<file path="config.mk">
export PLATFORM = sky130hd
export DESIGN_NAME = onewire_master
export DESIGN_NICKNAME = d
export VERILOG_FILES = /design/src/rtl/onewire_master.sv
export SDC_FILE = /design/constraint.sdc
export NUM_CORES = 1
export LEC_CHECK = 0
export CAP_MARGIN = 0
export CORE_MARGIN = 3
export CORE_UTILIZATION = 26
export CTS_BUF_LIST = sky130_fd_sc_hd__clkbuf_8
export DETAILED_ROUTE_END_ITERATION = 16
export GPL_TIMING_DRIVEN = 0
export HOLD_SLACK_MARGIN = 0.05
export PLACE_DENSITY = 0.51
export SYNTH_ARGS = -nofsm -noshare
export SYNTH_HDL_FRONTEND = slang
export SYNTH_SLANG_ARGS = --single-unit
</file>
<file path="constraint.sdc">
create_clock -name C -period 2.47 [get_ports C]
set_input_delay 0.494 -clock C [delete_from_list [all_inputs] [get_ports C]]
set_output_delay 0.494 -clock C [all_outputs]
set_load 0.005 [all_outputs]
</file>
<file path="src/rtl/onewire_master.sv">
// 1-wire bus master: issues reset/presence, write and read slots timed by a 1 us tick.
// Optional macro ONEWIRE_SYNC_EN adds a 2-flop synchronizer on BUS_IN.
module onewire_master #(
    parameter int TICK_DIV = 29
) (
    input  logic C,
    input  logic CLR,
    input  logic CMD_RESET,
    input  logic CMD_WRITE,
    input  logic CMD_READ,
    input  logic WDATA,
    input  logic BUS_IN,
    output logic BUS_LOW,
    output logic BUSY,
    output logic DONE,
    output logic RDATA,
    output logic PRESENCE
);

    typedef enum logic [1:0] {S_IDLE, S_DRIVE, S_RELEASE} state_e;
    typedef enum logic [1:0] {K_RESET, K_WRITE, K_READ} kind_e;

    localparam logic [7:0] PRESC_LAST   = 8'(TICK_DIV - 1);
    localparam logic [9:0] READ_SAMPLE  = 10'd15;
    localparam logic [9:0] RESET_SAMPLE = 10'd550;

    state_e     state_q, state_d;
    kind_e      kind_q, kind_d;
    logic [7:0] presc_q, presc_d;
    logic [9:0] us_q, us_d;
    logic       wbit_q, wbit_d;
    logic       bus_low_q, bus_low_d;
    logic       done_q, done_d;
    logic       rdata_q, rdata_d;
    logic       presence_q, presence_d;

    logic       tick;
    logic [9:0] us_next;
    logic [9:0] low_time;
    logic [9:0] slot_time;
    logic       bus_s;

`ifdef ONEWIRE_SYNC_EN
    logic [1:0] sync_q;

    // Reset to 1 so an idle (pulled-up) line is seen until real samples arrive.
    always_ff @(posedge C or posedge CLR) begin
        if (CLR) sync_q <= 2'b11;
        else     sync_q <= {sync_q[0], BUS_IN};
    end
    assign bus_s = sync_q[1];
`else
    assign bus_s = BUS_IN;
`endif

    assign tick    = (presc_q == PRESC_LAST);
    assign us_next = us_q + 10'd1;

    always_comb begin
        low_time  = 10'd6;
        slot_time = 10'd70;
        case (kind_q)
            K_RESET: begin
                low_time  = 10'd480;
                slot_time = 10'd960;
            end
            K_WRITE: low_time = wbit_q ? 10'd6 : 10'd60;
            default: low_time = 10'd6;
        endcase
    end

    // NOTE: every variable gets a default first so no path leaves one unassigned (no latch).
    always_comb begin
        state_d    = state_q;
        kind_d     = kind_q;
        wbit_d     = wbit_q;
        presc_d    = 8'd0;
        us_d       = 10'd0;
        done_d     = 1'b0;
        rdata_d    = rdata_q;
        presence_d = presence_q;

        case (state_q)
            S_IDLE: begin
                if (CMD_RESET) begin
                    kind_d  = K_RESET;
                    state_d = S_DRIVE;
                end else if (CMD_WRITE) begin
                    kind_d  = K_WRITE;
                    wbit_d  = WDATA;
                    state_d = S_DRIVE;
                end else if (CMD_READ) begin
                    kind_d  = K_READ;
                    state_d = S_DRIVE;
                end
            end
            default: begin
                presc_d = tick ? 8'd0 : presc_q + 8'd1;
                us_d    = tick ? us_next : us_q;
                if (tick) begin
                    if (kind_q == K_READ && us_next == READ_SAMPLE)
                        rdata_d = bus_s;
                    if (kind_q == K_RESET && us_next == RESET_SAMPLE)
                        presence_d = ~bus_s;
                    if (state_q == S_DRIVE && us_next == low_time)
                        state_d = S_RELEASE;
                    if (state_q == S_RELEASE && us_next == slot_time) begin
                        state_d = S_IDLE;
                        done_d  = 1'b1;
                    end
                end
            end
        endcase

        bus_low_d = (state_d == S_DRIVE);
    end

    // NOTE: sequential state uses non-blocking assignments so all registers update together.
    always_ff @(posedge C or posedge CLR) begin
        if (CLR) begin
            state_q    <= S_IDLE;
            kind_q     <= K_RESET;
            wbit_q     <= 1'b0;
            presc_q    <= 8'd0;
            us_q       <= 10'd0;
            bus_low_q  <= 1'b0;
            done_q     <= 1'b0;
            rdata_q    <= 1'b0;
            presence_q <= 1'b0;
        end else begin
            state_q    <= state_d;
            kind_q     <= kind_d;
            wbit_q     <= wbit_d;
            presc_q    <= presc_d;
            us_q       <= us_d;
            bus_low_q  <= bus_low_d;
            done_q     <= done_d;
            rdata_q    <= rdata_d;
            presence_q <= presence_d;
        end
    end

    assign BUS_LOW  = bus_low_q;
    assign BUSY     = (state_q != S_IDLE);
    assign DONE     = done_q;
    assign RDATA    = rdata_q;
    assign PRESENCE = presence_q;

endmodule

</file>
# Word-level counts from Yosys, hierarchy flattened
# Index checks and enable logic that the tools add are counted.
totals:
  rom_bits: 0
  latch_bits: 0
  regBits: 27
  input_bits: 7
  out_inout_bits: 5
  wordCells: 57
  mem_bits_rw: 0
  memories: 0
op_classes:
  bitwise: 3
  muxes: 20
  reduce_logical: 13
  div_mod_pow: 0
  shifts: 0
  addsub: 2
  multipliers: 0
  n_lt_le_gt_ge: 0
  eq_ne: 10
op_table:
  columns: ["cell", "count"]
  rows:
  - ["$mux 10", 3]
  - ["$eq 10x10->1", 2]
  - ["$mux 2", 10]
  - ["$pmux 9 s2", 1]
  - ["$mux 8", 2]
  - ["$add 10x1->10 const B", 1]
  - ["$eq 10x10->1 const B", 1]
  - ["$eq 10x4->1 const B", 1]
  - ["$reduce_and 3->1", 3]
  - ["$add 8x1->8 const B", 1]
  - ["$eq 8x5->1 const B", 1]
  - ["$eq 2x1->1 const B", 3]
  - ["$mux 6", 1]
  - ["$eq 2x2->1 const B", 2]
  - ["$logic_and 1x1->1", 4]
  - ["$logic_not 2->1", 2]
  - ["$reduce_bool 2->1", 2]
  - ["$mux 1", 3]
  - ["$not 1->1", 3]
  - ["$reduce_bool 3->1", 1]
  - ["$reduce_and 2->1", 1]

# Depth between registers and ports, before layout
logic_depth:
  depth_word: 9
  ltp_mapped: 8
  depth_no_buf: 8

# Least setup slack after synthesis
# No wires, ideal clock.
synth_timing:
  path_kind: "flip-flop to flip-flop"
  from: "register us_q[0]"
  to: "register bus_low_q, in the netlist BUS_LOW"
  setup_time_ps: 135
  path_slack_ps: 417
  stages_incl_launch_ff: 9
  required_time_ps: 2335
  arrival_time_ps: 1918
  period_less_slack_ps: 2053
  n_path_buf: 1
  path_cell_list: "dfrtp_1 ha_1 clkbuf_1 nand3_1 xor2_1 nor3_1 o21ai_2 a2111oi_4 nor3_1"
synth_via:
  elab_chain_len: 8
  elab_cells_between_ends: 10
  cone_classes: "add/sub: 1; eq/ne: 3; mux: 4; reduce/logical: 2"
synth_lines:
  columns: ["item", "line", "text"]
  rows:
  - ["from (decl)", "30", "logic [9:0] us_q, us_d;"]
  - ["from (signal assigned)", "135", "us_q <= us_d;"]
  - ["$add 10x1->10 (*)", "57", "assign us_next = us_q + 10'd1;"]
  - ["$eq 10x10->1", "105", "if (state_q == S_DRIVE && us_next == low_time)"]
  - ["$logic_and 1x1->1", "105", null]
  - ["$mux 2", "105", null]
  - ["$mux 2 (*)", "107", "if (state_q == S_RELEASE && us_next == slot_time) begin"]
  - ["$mux 2 (*)", "100", "if (tick) begin"]
  - ["$mux 2 (*)", "83", "case (state_q)"]
  - ["$eq 2x1->1 (*)", "115", "bus_low_d = (state_d == S_DRIVE);"]
  - ["via bus_low_d", "32", "logic bus_low_q, bus_low_d;"]
  - ["to (signal assigned)", "136", "bus_low_q <= bus_low_d;"]
  - ["to (decl)", "32", null]
# Mark *: on every way through the listed nets, which the timed path passes. The rest lies on a longest branch.
# A chain may end at the register's enable or synchronous reset.

# Final worst setup path
layout_timing:
  from: "register us_q[0]"
  to: "register state_q[1]"
layout_via:
  elab_chain_len: 7
  elab_cells_between_ends: 9
  cone_classes: "add/sub: 1; eq/ne: 2; mux: 4; reduce/logical: 2"
layout_lines:
  columns: ["item", "line", "text"]
  rows:
  - ["$add 10x1->10 (*)", "57", null]
  - ["$eq 10x10->1", "105", null]
  - ["$logic_and 1x1->1", "105", null]
  - ["$mux 2", "105", null]
  - ["$mux 2 (*)", "107", null]
  - ["$mux 2 (*)", "100", null]
  - ["$mux 2 (*)", "83", null]
  - ["via state_d[1]", "27", "state_e state_q, state_d;"]
  - ["to (signal assigned)", "131", "state_q <= state_d;"]
  - ["to (decl)", "27", null]
# Marks and branches as above.

==> out/metrics.cfg <==
[sta]
final-hold-violation-count = 0
slew_violations = 0
final.period_utilization = 0.9076
final-setup-viol-count = 0
slew_headroom = 0.3010
grt_setup_unrepaired = no
worstMarginPinSlew_ns = 1.047
maxClockFrequency_mhz = 446.1
finalClockSkew_ns = 0.007327
tns_ns = 0
worst_hold_slack_ns = 0.4920
period_needed_ns = 2.242

[floorplan]
core_area_sq_mm = 0.006459
die_outline_area_sq_mm = 0.007778
dieHeight_um = 88.20
floorplan.die.width_um = 88.20
pin_count = 12
fp-row-count = 29
initial_core_util = 0.2720

[worst_setup_path]
worst-r2r-setup-slack_ns = 0.23
critPathLaunch = us_q[0]$_DFFE_PP0P_
critPathBufInv = 1
worst_ep_required_time_ns = 2.68
crit_end = state_q[1]$_DFF_PP0_
r2r_start = us_q[0]$_DFFE_PP0P_
cp.depth = 8
r2r-end = state_q[1]$_DFF_PP0_
worst-setup-path-type = reg2reg
setup.worst_path.end_class = flip-flop
cpPeakStageDelay_ns = 0.47
crit_slowest_cell = dfrtp_2
critPathTopFamily = compound AO/OA/AOI/OAI gates
worstPathArrival_ns = 2.46
r2r_cells = 8
critical_path.startpoint_type = flip-flop
worstPathMaxFanout = 8
worstPathCellList = ha_1, clkbuf_1, nand2_1, nor2_2, xor2_1, nand3_1, a2111oi_4, a2bb2oi_2

[synthesis]
syn_nets = 197
synthArstFlopShare = 1.000
syn_area_per_cell_sq_um = 9.496
cell_count_after_synthesis = 185
yosysSeqAreaShare = 0.3846
cell_area_synth_sq_mm = 0.001757
synth_enable_flop_cells = 0
ys_warn_count = 0
synth.lib_cells_used.distinct = 49
synthFlopType = dfrtp_1
synth_seq_cells = 27

[clock_network]
cts_hold_bufs = 0
clk-insertion-delay-late_ns = 0.28
root_buffer = clkbuf_8
cts_buffers = 3
path_clk_slew_ns = 0.10
clock-sinks = 27
cts_tree = built
h-tree-depth = 1
number_of_buffers_on_the_longest_clock_path = 2

[cells_and_area]
final_common_cell = nor2_1
layout.core_utilization = 0.3125
drive_gt1_frac = 0.1400
most-common-layout-cells = nor2_1, dfrtp_1, clkdlybuf4s50_1
n_antenna_cell = 0
nets = 213
area_growth_pct = 14.89

[placed_design]
dp_hpwl_um = 2736
numPortBuffers = 11
rd_place_congestion = 0.8180

[drt]
wire_per_inst_um = 13.53
via_count = 1317
detail_route.drc_violations = 0
postRouteWirelength_um = 3748
detail-route-antenna-nets = 0
violation_count_after_the_first_detailed_routing_iteration = 64
post_drt_via_cell_ratio = 4.755
detailedRoute.firstPassIterationCount = 4

[grt]
antenna_found_initial = 0
grt_first_pass_wirelength_um = 6417
maximum_number_of_pins_on_one_net_before_global_route_repair = 28
grt_use_total = 0.1058
globalRouteOverflowTotal = 0
grt_pass1_vias = 1316

[job]
max_cap_viol_count = 0

[hold_path]
worst_hold_path_type = reg2reg

[pwr]
p_per_area_mw_per_mm2 = 622.6
vdd_drop_max_uv = 242.5
power_leakage_nw = 0.8410

[status]
run_status = finished clean

area by class of cell:
| class | count | area (sq um) |
|---|---|---|
| clock buffer | 3 | 41.29 |
| timing repair buffer | 11 | 110.1 |
| sequential | 27 | 678.2 |
| buffer | 9 | 48.80 |
| tap | 77 | 96.34 |
| fill | 699 | 4441 |
| clock inverter | 1 | 5.005 |
| multi-input combinational | 139 | 1001 |
| inverter | 10 | 37.54 |
metrics by stage:
step           cell area, sq um  power, mW  setup WS [ns]  instances
3_3_place_gp               1963     0.9913         0.1092        273
4_1_cts                    2009      1.270        0.09290        277
2_1_floorplan              1757     0.9062         0.4169        185
3_5_place_dp               1963     0.9984         0.1241        273
6_report                   2018      1.256         0.2282        277
5_1_grt                    2018      1.363        0.01668        277
kinds of logic (layout without fill, tap and decap cells):
family	count (synthesis)	count (layout)	synth area share
fa+ha+maj	5	5	0.03561
buf+inv	19	34	0.04914
mux	5	5	0.02991
xor+xnor	22	22	0.1218
simple gates	87	87	0.2821
compound gates	20	20	0.09688
flops	27	27	0.3846
synthesized netlist by cell type, types with 2 or more instances:
master    count  area share
o21ai_2       2       0.010
or3_1         2      0.0071
nand4_1       3       0.011
and2_1        2      0.0071
nand3_1       9       0.026
ha_1          5       0.036
and3_1        2      0.0071
inv_1        10       0.021
nor2_1       30       0.064
nor3_1        9       0.026
a21oi_1       5       0.014
buf_2         3      0.0085
mux2i_1       3       0.017
xnor2_1      10       0.050
nor4b_2       2       0.017
nor4_1        6       0.021
nand2_1      10       0.021
clkbuf_1      4      0.0085
o21ai_0       2      0.0057
dfrtp_1      27        0.38
and3_4        2       0.013
xor2_1       10       0.050
worst register-to-register path, cell delays in order (launching register included):
cell and delay, ns:
dfrtp_2 0.47, ha_1 0.17, clkbuf_1 0.25, nand2_1 0.18, nor2_2 0.16, xor2_1 0.23
nand3_1 0.15, a2111oi_4 0.41, a2bb2oi_2 0.15
where the power goes:
| group | internal [mW] | total [mW] | switching (mW) |
|---|---|---|---|
| Clock | 0.113 | 0.263 | 0.150 |
| Combinational | 0.173 | 0.366 | 0.193 |
| Sequential | 0.525 | 0.627 | 0.102 |
how the worst min path moves through the flow:
stage	from	endpoint	slack, ns	cells after the start
CTS	RDATA$_DFFE_PP0P_	RDATA$_DFFE_PP0P_	0.50	1
detailed placement	RDATA$_DFFE_PP0P_	RDATA$_DFFE_PP0P_	0.48	1
floorplan	presc_q[0]$_DFF_PP0_	presc_q[0]$_DFF_PP0_	0.48	1
global route	RDATA$_DFFE_PP0P_	RDATA$_DFFE_PP0P_	0.54	1
finish	RDATA$_DFFE_PP0P_	RDATA$_DFFE_PP0P_	0.49	1
global placement	RDATA$_DFFE_PP0P_	RDATA$_DFFE_PP0P_	0.47	1
routing by layer:
layer,share of wire,track usage
met1,0.51,0.1396
met2,0.45,0.1747
met3,0.024,0.02540
met4,0.0085,0.02473
met5,0,0
repair_timing:
action                                 4_1_cts  5_1_grt
setup endpoints to repair                    0        5
resized for setup                            0        3
setup buffers                                0        0
endpoints found under the hold margin        0        0
flip-flops by register name (all words and copies together) (netlist names):
register	cells
BUS_LOW	1
DONE	1
PRESENCE	1
RDATA	1
kind_q	2
presc_q	8
state_q	2
us_q	10
wbit_q	1
Power figures use the tool's default switching activity.
